**config.mk**
```make
export PLATFORM = sky130hd
export DESIGN_NAME = tile_spawner
export DESIGN_NICKNAME = d
export VERILOG_FILES = /design/src/rtl/tile_spawner.sv
export SDC_FILE = /design/constraint.sdc
export NUM_CORES = 1
export LEC_CHECK = 0
export ABC_AREA = 1
export CAP_MARGIN = 20
export CORE_MARGIN = 4
export CORE_UTILIZATION = 40
export DETAILED_ROUTE_END_ITERATION = 10
export PLACE_DENSITY_LB_ADDON = 0.15
export SLEW_MARGIN = 20
export SYNTH_ARGS = -nofsm -noshare
export SYNTH_HDL_FRONTEND = slang
export SYNTH_SLANG_ARGS = --single-unit
```
**constraint.sdc**
```tcl
create_clock -name clk -period 6.9 [get_ports clk]
set_clock_uncertainty 0.1 [all_clocks]
set_input_delay 0.69 -clock clk [delete_from_list [all_inputs] [get_ports clk]]
set_output_delay 0.69 -clock clk [all_outputs]
set_load 0.1 [all_outputs]
```
**src/rtl/tile_spawner.sv**
```systemverilog
// Spawns a new 2 (or 4 with TILE_SPAWNER_FOUR_EN) tile into an empty board cell found by an
// LFSR-seeded wrapping scan; reports full when every cell is occupied.
module tile_spawner #(
   parameter logic [15:0] SEED = 16'hACE1
) (
   input  logic                   clk,
   input  logic                   rst,
   input  logic                   start,
   input  logic [3:0][3:0][11:0]  board_in,
   output logic [3:0][3:0][11:0]  board_out,
   output logic                   busy,
   output logic                   done,
   output logic                   full,
   output logic [1:0]             spawn_row,
   output logic [1:0]             spawn_col,
   output logic [11:0]            spawn_val
);

   localparam logic [15:0] LFSR_INIT = (SEED == 16'h0000) ? 16'h0001 : SEED;

   typedef enum logic [1:0] {IDLE, SCAN, DONE} state_t;

   state_t                 state_reg, state_next;
   logic [15:0]            lfsr_reg;
   logic                   lfsr_fb;
   logic [3:0]             pos_reg, cnt_reg;
   logic [11:0]            tile_reg, tile_value;
   logic                   full_reg;
   logic [1:0]             row_reg, col_reg;
   logic [11:0]            val_reg;
   logic [3:0][3:0][11:0]  board_reg;
   logic                   accept, cell_empty, hit, give_up;

   // Taps 16,14,13,11 in 1-based numbering.
   assign lfsr_fb = lfsr_reg[15] ^ lfsr_reg[13] ^ lfsr_reg[12] ^ lfsr_reg[10];

   always_ff @(posedge clk or posedge rst) begin
      if (rst) lfsr_reg <= LFSR_INIT;
      else     lfsr_reg <= {lfsr_reg[14:0], lfsr_fb};
   end

`ifdef TILE_SPAWNER_FOUR_EN
   assign tile_value = (lfsr_reg[15:13] == 3'b000) ? 12'd4 : 12'd2;
`else
   assign tile_value = 12'd2;
`endif

   assign accept     = (state_reg == IDLE) && start;
   assign cell_empty = (board_reg[pos_reg[3:2]][pos_reg[1:0]] == 12'd0);
   assign hit        = (state_reg == SCAN) && cell_empty;
   assign give_up    = (state_reg == SCAN) && !cell_empty && (cnt_reg == 4'd15);

   always_ff @(posedge clk or posedge rst) begin
      if (rst) state_reg <= IDLE;
      else     state_reg <= state_next;
   end

   always_comb begin
      state_next = state_reg;
      case (state_reg)
         IDLE:    if (start) state_next = SCAN;
         SCAN:    if (cell_empty || cnt_reg == 4'd15) state_next = DONE;
         DONE:    state_next = IDLE;
         default: state_next = IDLE;
      endcase
   end

   always_ff @(posedge clk or posedge rst) begin
      if (rst) begin
         pos_reg  <= '0;
         cnt_reg  <= '0;
         tile_reg <= '0;
      end else if (accept) begin
         pos_reg  <= lfsr_reg[3:0];
         cnt_reg  <= '0;
         tile_reg <= tile_value;
      end else if (state_reg == SCAN && !cell_empty) begin
         pos_reg  <= pos_reg + 4'd1;
         cnt_reg  <= cnt_reg + 4'd1;
      end
   end

   // Result registers are only touched at scan completion so they hold across idle periods.
   always_ff @(posedge clk or posedge rst) begin
      if (rst) begin
         full_reg <= 1'b0;
         row_reg  <= '0;
         col_reg  <= '0;
         val_reg  <= '0;
      end else if (hit) begin
         full_reg <= 1'b0;
         row_reg  <= pos_reg[3:2];
         col_reg  <= pos_reg[1:0];
         val_reg  <= tile_reg;
      end else if (give_up) begin
         full_reg <= 1'b1;
         val_reg  <= '0;
      end
   end

   genvar gi;
   generate
      for (gi = 0; gi < 16; gi++) begin : g_cell
         logic [11:0] cell_reg;
         always_ff @(posedge clk or posedge rst) begin
            if (rst)                               cell_reg <= '0;
            else if (accept)                       cell_reg <= board_in[gi/4][gi%4];
            else if (hit && pos_reg == 4'(gi))     cell_reg <= tile_reg;
         end
         assign board_reg[gi/4][gi%4] = cell_reg;
      end
   endgenerate

   assign board_out = board_reg;
   assign busy      = (state_reg != IDLE);
   assign done      = (state_reg == DONE);
   assign full      = full_reg;
   assign spawn_row = row_reg;
   assign spawn_col = col_reg;
   assign spawn_val = val_reg;

endmodule
```
==> impl_metrics.env, run 1 <==
export IMPL_max_freq_ghz=0.302
export IMPL_rsz0062_at_grt="false"
export IMPL_hpwlAfterDp_mm=28.2
export IMPL_final_hold_viol_count=0
export IMPL_firstDrtPassIters=5
export IMPL_clockRootBuffer="clkbuf_16"
export IMPL_io_pins=406
export IMPL_ys_top_cells_by_area="dfrtp_1 50%, nand2_1 19%, nand3_2 7.5%, nand3_1 6.3%, nor2_1 4.1%"
export IMPL_cts_inserted_buffers=26
export IMPL_finalCriticalPeriod_ps=3310
export IMPL_cts_tree="done"
export IMPL_regToRegSetupSlack_ps=3590
export IMPL_dpl_cell_count=1978
export IMPL_grt_antenna_before_repair=1
export IMPL_timing_hold_ws_ps=253
export IMPL_fp_dieW_um=173
export IMPL_antenna_left=0
export IMPL_postCtsSetupRepairBufs=0
export IMPL_drv_cap=0
export IMPL_postSynthCellCount=1311
export IMPL_worst_path_max_fanout=18
export IMPL_worst_slew_pin_slew_ps=1060
export IMPL_grt_ovfl_total=0
export IMPL_slew_violations=0
export IMPL_placed_area_um2=14900
export IMPL_ys_flop_type="dfrtp_1"
export IMPL_core_um2=26900
export IMPL_drive_above_1_share=0.0974
export IMPL_busiest_layer="met2"
export IMPL_path_clk_slew_ps=60
export IMPL_hold_path_class="flip-flop to flip-flop"
export IMPL_remaining_drc_errors=0
export IMPL_hold_depth=0
export IMPL_routed_wl_mm=38.5
export IMPL_syn_avg_cell_area_um2=8.29
export IMPL_num_rows=60
export IMPL_drt_iter0_drc=806
export IMPL_area_growth_pct=45.3
export IMPL_clock_latency_ps=520
export IMPL_reg2regPathDepth=13
export IMPL_synth_cell_types=33
export IMPL_vias=10100
export IMPL_synth_top_area_frac=0.499
export IMPL_setup_tns_ps=0
export IMPL_setup_violations=0
export IMPL_grt_met1_usage=0.332
export IMPL_fin_cells=2025
export IMPL_cp_required_ps=7210
export IMPL_post_drt_via_cell_ratio=4.99
export IMPL_io_buffers=394
export IMPL_wl_per_cell_um=19.0
export IMPL_hold_buffers=0
export IMPL_fin_nets=1865
export IMPL_fin_crit_sh=0.480
export IMPL_async_flop_share=1.00
export IMPL_r2r_start="pos_reg[2]$_DFFE_PP0P_"
export IMPL_h_tree_depth=1
export IMPL_hold_end="lfsr_reg[15]$_DFF_PP1_"
export IMPL_grt_util_met3=0.0656
export IMPL_routabilityCongestion=0.845
export IMPL_die_area_um2=29900
export IMPL_ctsResizeCount=0
export IMPL_grt_max_degree=108
export IMPL_grt_pass1_vias=9957
export IMPL_ys_ff_latch=225
export IMPL_cp_start_kind="flip-flop"
export IMPL_final_cell_mix="546 x nand2_1, 394 x clkdlybuf4s50_1, 217 x dfrtp_1"
export IMPL_initial_core_util=0.405
export IMPL_grt_total_usage=0.248
export IMPL_final_area_um2=15800
export IMPL_mostFrequentLayoutCell="nand2_1"
export IMPL_slew_headroom=0.288
export IMPL_use_met2=0.406
export IMPL_end_kind="flip-flop"
export IMPL_antenna_cells=0
export IMPL_critPathKind="flip-flop to flip-flop"
export IMPL_synth_edff_count=0
export IMPL_arrival_ps=3630
export IMPL_ys_seq_area_frac=0.519
export IMPL_syn_cell_area_um2=10900
export IMPL_clockBufferDepth=3
export IMPL_synth_top_area_cell="dfrtp_1"
export IMPL_grt_pass1_wl_mm=59.2
export IMPL_min_delay_start="lfsr_reg[14]$_DFF_PP0_"
export IMPL_status="complete, no violations"
export IMPL_regToRegEndpoint="g_cell[4].cell_reg[1]$_DFFE_PP0P_"
export IMPL_yosysWarnings=0
export IMPL_largest_register_ffs=192
export IMPL_fp_dieH_um=173
export IMPL_cts_sinks=225
## Yosys cell counts (4+ instances only)
cell and count:
a21oi_1 18, buf_1 12, buf_2 12, buf_4 12, buf_6 14, clkbuf_1 34, dfrtp_1 217, dfstp_2 8
ha_1 5, inv_1 36, nand2_1 547, nand2_2 4, nand3_1 137, nand3_2 81, nand3_4 8, nor2_1 120
o21ai_0 13, o21ai_1 11, xor2_1 4
## metrics by stage
stage	setup WS, ps	utilization
global placement	3500	0.553
finish	3590	0.588
detailed placement	3490	0.553
CTS	3570	0.588
floorplan	3180	-
global route	3330	0.588
## worst max path at each step
stage | from | end | slack, ps | cells past startpoint
3_5_place_dp | start | g_cell[5].cell_reg[1]$_DFFE_PP0P_ | 3490 | 7
6_report | pos_reg[2]$_DFFE_PP0P_ | g_cell[4].cell_reg[1]$_DFFE_PP0P_ | 3590 | 13
4_1_cts | pos_reg[2]$_DFFE_PP0P_ | g_cell[3].cell_reg[5]$_DFFE_PP0P_ | 3570 | 12
2_1_floorplan | rst | cnt_reg[0]$_DFFE_PP0P_ | 3180 | 1
3_3_place_gp | start | g_cell[6].cell_reg[1]$_DFFE_PP0P_ | 3500 | 7
5_1_grt | pos_reg[2]$_DFFE_PP0P_ | g_cell[7].cell_reg[10]$_DFFE_PP0P_ | 3330 | 12
## critical path: stages, from the launching register on
cell and delay [ps]:
dfrtp_1 650, inv_4 120, nor2_2 490, o21ai_0 330, nand2_1 140, nor2_1 40, nand2_1 100, nand2_1 100
nand3_2 110, nand2_4 240, nand3_1 510, nand2_1 110, nand2_1 90, nand2_1 40
## kinds of logic (layout without fill, tap and decap cells)
group                      after synthesis  count (layout)  synth area share
AOI/OAI and AO/OA                       42              42            0.0193
xor gates and xnor gates                 7               7           0.00564
adders and majority gates                5               5           0.00575
buffers and inverters                  125             488            0.0603
DFF                                    225             225             0.519
muxes                                    1               1          0.000921
other                                    1              11          0.000345
and+or+nand+nor                        905             905             0.389
## final cells by class
| type | count | area (um2) |
|---|---|---|
| clock inverter | 13 | 174 |
| fill | 2490 | 11100 |
| multi-input combinational | 971 | 4630 |
| inverter | 40 | 164 |
| sequential | 225 | 5640 |
| timing repair buffer | 401 | 4010 |
| clock buffer | 34 | 752 |
| tap | 341 | 427 |
## layer usage
metal  vias up  share of wire
met5         -        0.00034
met4         2          0.022
met3        62          0.079
met2       400           0.48
met1      4801           0.42
li1       4831              -
Power of run 1 is not shown: default switching activity piles up to over one toggle a cycle in this logic, so the estimate is an artifact.
==> run 2: changes to the inputs <==
==> constraint.sdc (replaced) <==
create_clock -name clk -period 3.1 [get_ports clk]
set_clock_uncertainty 0.1 [all_clocks]
set_input_delay 0.31 -clock clk [delete_from_list [all_inputs] [get_ports clk]]
set_output_delay 0.31 -clock clk [all_outputs]
set_load 0.1 [all_outputs]
==> impl_metrics.env, run 2 (synthesis gave the netlist of run 1 again) <==
export IMPL_setup_violations=0
export IMPL_cp_required_ps=3390
export IMPL_status="complete, no violations"
export IMPL_cts_inserted_buffers=25
export IMPL_cp_start_kind="flip-flop"
export IMPL_grt_total_usage=0.249
export IMPL_io_pins=406
export IMPL_end_kind="flip-flop"
export IMPL_grt_max_degree=136
export IMPL_cts_tree="done"
export IMPL_routabilityCongestion=0.886
export IMPL_grt_pass1_wl_mm=59.6
export IMPL_hpwlAfterDp_mm=29.5
export IMPL_critical_path_buf_inv_count=1
export IMPL_path_clk_slew_ps=60
export IMPL_ctsResizeCount=0
export IMPL_crit_chain="nor2_4 -> inv_2 -> nor2_1 -> nor2_1 -> nand2_1 -> nor2_1 -> nand2_1 -> nand2_1 -> nand3_2 -> nand2_4 -> nand3_1 -> nand3_1 -> nand2_1"
export IMPL_grt_pass1_vias=10100
export IMPL_hold_path_class="input pin to asynchronous set/reset pin"
export IMPL_setup_tns_ps=0
export IMPL_hold_buffers=0
export IMPL_firstDrtPassIters=5
export IMPL_final_area_um2=15300
export IMPL_postCtsSetupRepairBufs=0
export IMPL_clockRootBuffer="clkbuf_16"
export IMPL_final_cell_mix="546 x nand2_1, 219 x buf_4, 217 x dfrtp_1"
export IMPL_drv_cap=0
export IMPL_die_area_um2=29900
export IMPL_initial_core_util=0.405
export IMPL_fp_dieW_um=173
export IMPL_clock_latency_ps=530
export IMPL_utilization=0.571
export IMPL_cts_sinks=225
export IMPL_antenna_left=0
export IMPL_wl_per_cell_um=19.0
export IMPL_placed_area_um2=14600
export IMPL_clockBufferDepth=3
export IMPL_arrival_ps=3210
export IMPL_vias=10100
export IMPL_rsz0062_at_grt="true"
export IMPL_largest_register_ffs=192
export IMPL_worst_slew_pin_slew_ps=788
export IMPL_core_um2=26900
export IMPL_slew_violations=0
export IMPL_grt_ovfl_total=0
export IMPL_finalCriticalPeriod_ps=2910
export IMPL_h_tree_depth=1
export IMPL_worst_path_max_fanout=18
export IMPL_drive_above_1_share=0.220
export IMPL_grt_antenna_before_repair=1
export IMPL_max_freq_ghz=0.343
export IMPL_routed_wl_mm=38.8
export IMPL_crit_path_top_delay_cell="dfrtp_1"
export IMPL_fin_nets=1882
export IMPL_remaining_drc_errors=0
export IMPL_mostFrequentLayoutCell="nand2_1"
export IMPL_slew_headroom=0.474
export IMPL_io_buffers=394
export IMPL_critPathMaxStageDelay_ps=630
export IMPL_final_hold_viol_count=0
export IMPL_drt_iter0_drc=805
export IMPL_post_drt_via_cell_ratio=4.93
export IMPL_fin_crit_sh=0.940
export IMPL_fp_dieH_um=173
export IMPL_fill_cells=2493
export IMPL_critPathMostFrequentCell="nand2_1"
export IMPL_critPathKind="flip-flop to flip-flop"
export IMPL_critPathTopFamily="simple AND/OR/NAND/NOR gates"
export IMPL_num_rows=60
export IMPL_area_growth_pct=41.0
[run 2: cell count changes in the layout (fill, tap and decap cells not counted), moves of 2 or more]
cell,change
clkbuf_16,-2
bufinv_16,-4
buf_4,+214
clkdlybuf4s50_1,-200
clkinv_2,-4
buf_12,+5
clkbuf_1,+5
[run 2: path summary, 6_finish.rpt]
path	start	endpoint	slack, ps	depth (start not counted)
max	pos_reg[2]$_DFFE_PP0P_	g_cell[0].cell_reg[6]$_DFFE_PP0P_	190	13
min	rst	g_cell[3].cell_reg[11]$_DFFE_PP0P_	160	2
max reg2reg	pos_reg[2]$_DFFE_PP0P_	g_cell[0].cell_reg[6]$_DFFE_PP0P_	190	13
min reg2reg	lfsr_reg[8]$_DFF_PP0_	lfsr_reg[9]$_DFF_PP0_	250	0
max in group asynchronous	rst	g_cell[6].cell_reg[6]$_DFFE_PP0P_	1820	4
min in group clk	board_in[159]	g_cell[13].cell_reg[3]$_DFFE_PP0P_	220	3
[run 2: final cells by class]
type	instances	area [um2]	share of cell area
diodes	1	2.50	0.000163
flip-flops and latches	225	5640	0.368
repair buffers	419	3710	0.242
clock buffers	38	734	0.0479
multi-input cells	971	4630	0.302
well taps	341	427	0.0278
clock inverters	5	31.3	0.00204
inverters	40	164	0.0107
[run 2: worst register-to-register path: stages, from the launching register on]
cell and delay [ps]:
dfrtp_1 630, nor2_4 180, inv_2 190, nor2_1 110, nor2_1 90, nand2_1 90, nor2_1 100, nand2_1 60
nand2_1 70, nand3_2 90, nand2_4 340, nand3_1 480, nand3_1 210, nand2_1 70
[run 2: routing by layer]
layer  global-route usage  vias up  share of wire
li1                     -     4874              -
met1                0.331     4775           0.42
met3               0.0601       49          0.076
met5                    0        -              0
met2                0.415      363           0.48
met4               0.0602        0          0.022
[run 2: per-stage QoR]
stage	hold slack (ps)	instances	setup WS [ps]
after floorplan	231	1321	-241
after global placement	237	1996	195
after detailed placement	240	1996	166
after CTS	156	2039	162
after global routing	187	2039	-75.0
final	163	2040	186
Power of run 2 is left out for the same reason.
==> run 3: changes to the inputs <==
--- a/config.mk
+++ b/config.mk
@@ -5,7 +5,6 @@
 export SDC_FILE = /design/constraint.sdc
 export NUM_CORES = 1
 export LEC_CHECK = 0
-export ABC_AREA = 1
 export CAP_MARGIN = 20
 export CORE_MARGIN = 4
 export CORE_UTILIZATION = 40
==> impl_metrics.env, run 3 <==
export IMPL_ys_flop_type="dfrtp_1"
export IMPL_crit_chain="or4b_2 -> o22ai_2 -> a21oi_2 -> o32a_1 -> o22a_4 -> buf_6 -> nor3_1 -> buf_4 -> o21ai_0"
export IMPL_syn_avg_cell_area_um2=9.19
export IMPL_cp_depth=9
export IMPL_cp_start_kind="flip-flop"
export IMPL_clockBufferDepth=3
export IMPL_end_kind="flip-flop"
export IMPL_fp_dieW_um=165
export IMPL_path_clk_slew_ps=60
export IMPL_remaining_drc_errors=0
export IMPL_seq_area_um2=5640
export IMPL_synth_edff_count=0
export IMPL_reg2regPathDepth=9
export IMPL_synth_top_cells_by_count="339 x nand2_1, 217 x dfrtp_1, 170 x o21ai_0"
export IMPL_critical_path_buf_inv_count=2
export IMPL_worst_path_max_fanout=18
export IMPL_slew_headroom=0.527
export IMPL_grt_max_degree=104
export IMPL_synth_top_area_cell="dfrtp_1"
export IMPL_cts_sinks=225
export IMPL_firstDrtPassIters=5
export IMPL_regToRegSetupSlack_ps=80
export IMPL_final_hold_viol_count=0
export IMPL_mostFrequentLayoutCell="nand2_1"
export IMPL_drive_above_1_share=0.230
export IMPL_die_area_um2=27400
export IMPL_core_um2=24300
export IMPL_largest_register_ffs=192
export IMPL_cts_tree="done"
export IMPL_grt_pass1_vias=9351
export IMPL_fin_crit_sh=0.973
export IMPL_grt_antenna_before_repair=0
export IMPL_drv_cap=0
export IMPL_ys_top_cells_by_area="dfrtp_1 55%, nand2_1 13%, o21ai_0 8.6%, dfstp_2 2.1%, clkbuf_1 2.0%"
export IMPL_clock_latency_ps=540
export IMPL_finalCriticalPeriod_ps=3020
export IMPL_hold_path_class="input pin to asynchronous set/reset pin"
export IMPL_r2r_start="pos_reg[3]$_DFFE_PP0P_"
export IMPL_antenna_left=0
export IMPL_arrival_ps=3330
export IMPL_synth_cell_types=58
export IMPL_area_growth_pct=51.3
export IMPL_multiInputGateArea_um2=4000
export IMPL_status="complete, no violations"
export IMPL_vias=9694
export IMPL_io_pins=406
export IMPL_crit_path_top_delay_cell="or4b_2"
export IMPL_synth_top_area_frac=0.548
export IMPL_routed_wl_mm=37.7
export IMPL_final_cell_mix="338 x nand2_1, 252 x buf_4, 216 x dfrtp_1"
export IMPL_startpoint="pos_reg[3]$_DFFE_PP0P_"
export IMPL_crit_end="g_cell[13].cell_reg[9]$_DFFE_PP0P_"
export IMPL_placed_area_um2=14000
export IMPL_h_tree_depth=1
export IMPL_yosysWarnings=0
export IMPL_ys_ff_latch=225
export IMPL_fin_nets=1687
export IMPL_regToRegEndpoint="g_cell[13].cell_reg[9]$_DFFE_PP0P_"
export IMPL_max_freq_ghz=0.332
export IMPL_async_flop_share=1.00
export IMPL_postSynthCellCount=1079
export IMPL_ys_seq_area_frac=0.569
export IMPL_grt_pass1_wl_mm=55.3
export IMPL_synthMostInstantiatedCell="nand2_1"
export IMPL_cts_inserted_buffers=24
export IMPL_critPathKind="flip-flop to flip-flop"
export IMPL_critPathMaxStageDelay_ps=620
export IMPL_wl_per_cell_um=20.6
export IMPL_fp_dieH_um=165
export IMPL_initial_core_util=0.408
export IMPL_cp_required_ps=3410
export IMPL_num_rows=57
export IMPL_critPathTopFamily="compound AO/OA/AOI/OAI gates"
export IMPL_io_buffers=394
export IMPL_worst_slew_pin_slew_ps=708
export IMPL_grt_total_usage=0.260
export IMPL_routabilityCongestion=0.884
export IMPL_fill_cells=2107
export IMPL_setup_tns_ps=0
export IMPL_post_drt_via_cell_ratio=5.30
export IMPL_setup_violations=0
export IMPL_postCtsSetupRepairBufs=0
export IMPL_slew_violations=0
export IMPL_grt_ovfl_total=0
export IMPL_hpwlAfterDp_mm=27.7
export IMPL_final_area_um2=15000
export IMPL_syn_cell_area_um2=9920
export IMPL_drt_iter0_drc=706
export IMPL_clockRootBuffer="clkbuf_16"
[run 3: cells by family after synthesis]
| family | count (synthesis) | share of synthesized area |
|---|---|---|
| AO/OA/AOI/OAI | 260 | 0.159 |
| other | 1 | 0.000378 |
| multiplexers | 9 | 0.0121 |
| buffers and inverters | 100 | 0.0469 |
| adder cells (fa/ha/maj) | 5 | 0.00631 |
| flip-flops | 225 | 0.569 |
| AND/OR/NAND/NOR | 476 | 0.204 |
| XOR/XNOR | 3 | 0.00265 |
[run 3: cell type report]
class                      count  share of cell area
timing repair buffer         463               0.273
tap                          324              0.0270
multi-input combinational    764               0.266
clock inverter                 7             0.00809
antenna                        2            0.000334
sequential                   225               0.376
inverter                       9             0.00250
clock buffer                  36              0.0470
[run 3: layer usage]
metal,share of wire,track usage,wire (um)
met2,0.48,0.414,17900
met4,0.019,0.0596,728
met5,0,0,0
met1,0.42,0.367,15800
met3,0.087,0.0558,3290
[run 3: what timing repair did]
item,in CTS,in global routing
pin swaps,0,1
setup endpoints to repair,75,166
resized for setup,10,28
hold buffers,0,0
gates cloned,1,4
[run 3: worst min path at each step]
stage | endpoint | cells after the start
3_5_place_dp | lfsr_reg[9]$_DFF_PP0_ | 0
2_1_floorplan | lfsr_reg[9]$_DFF_PP0_ | 0
5_1_grt | lfsr_reg[12]$_DFF_PP0_ | 2
3_3_place_gp | lfsr_reg[15]$_DFF_PP1_ | 0
4_1_cts | lfsr_reg[12]$_DFF_PP0_ | 2
6_report | lfsr_reg[14]$_DFF_PP0_ | 2
[run 3: per-stage QoR]
step / setup WS, ps / hold WS (ps) / cells / util
finish: 83.9 / 173 / 1830 / 0.617
global route: -10.2 / 201 / 1828 / 0.617
CTS: 34.4 / 160 / 1824 / 0.612
detailed placement: -59.4 / 236 / 1780 / 0.575
global placement: -4.30 / 234 / 1780 / 0.575
floorplan: -241 / 231 / 1089 / -
Power of run 3 is left out for the same reason.
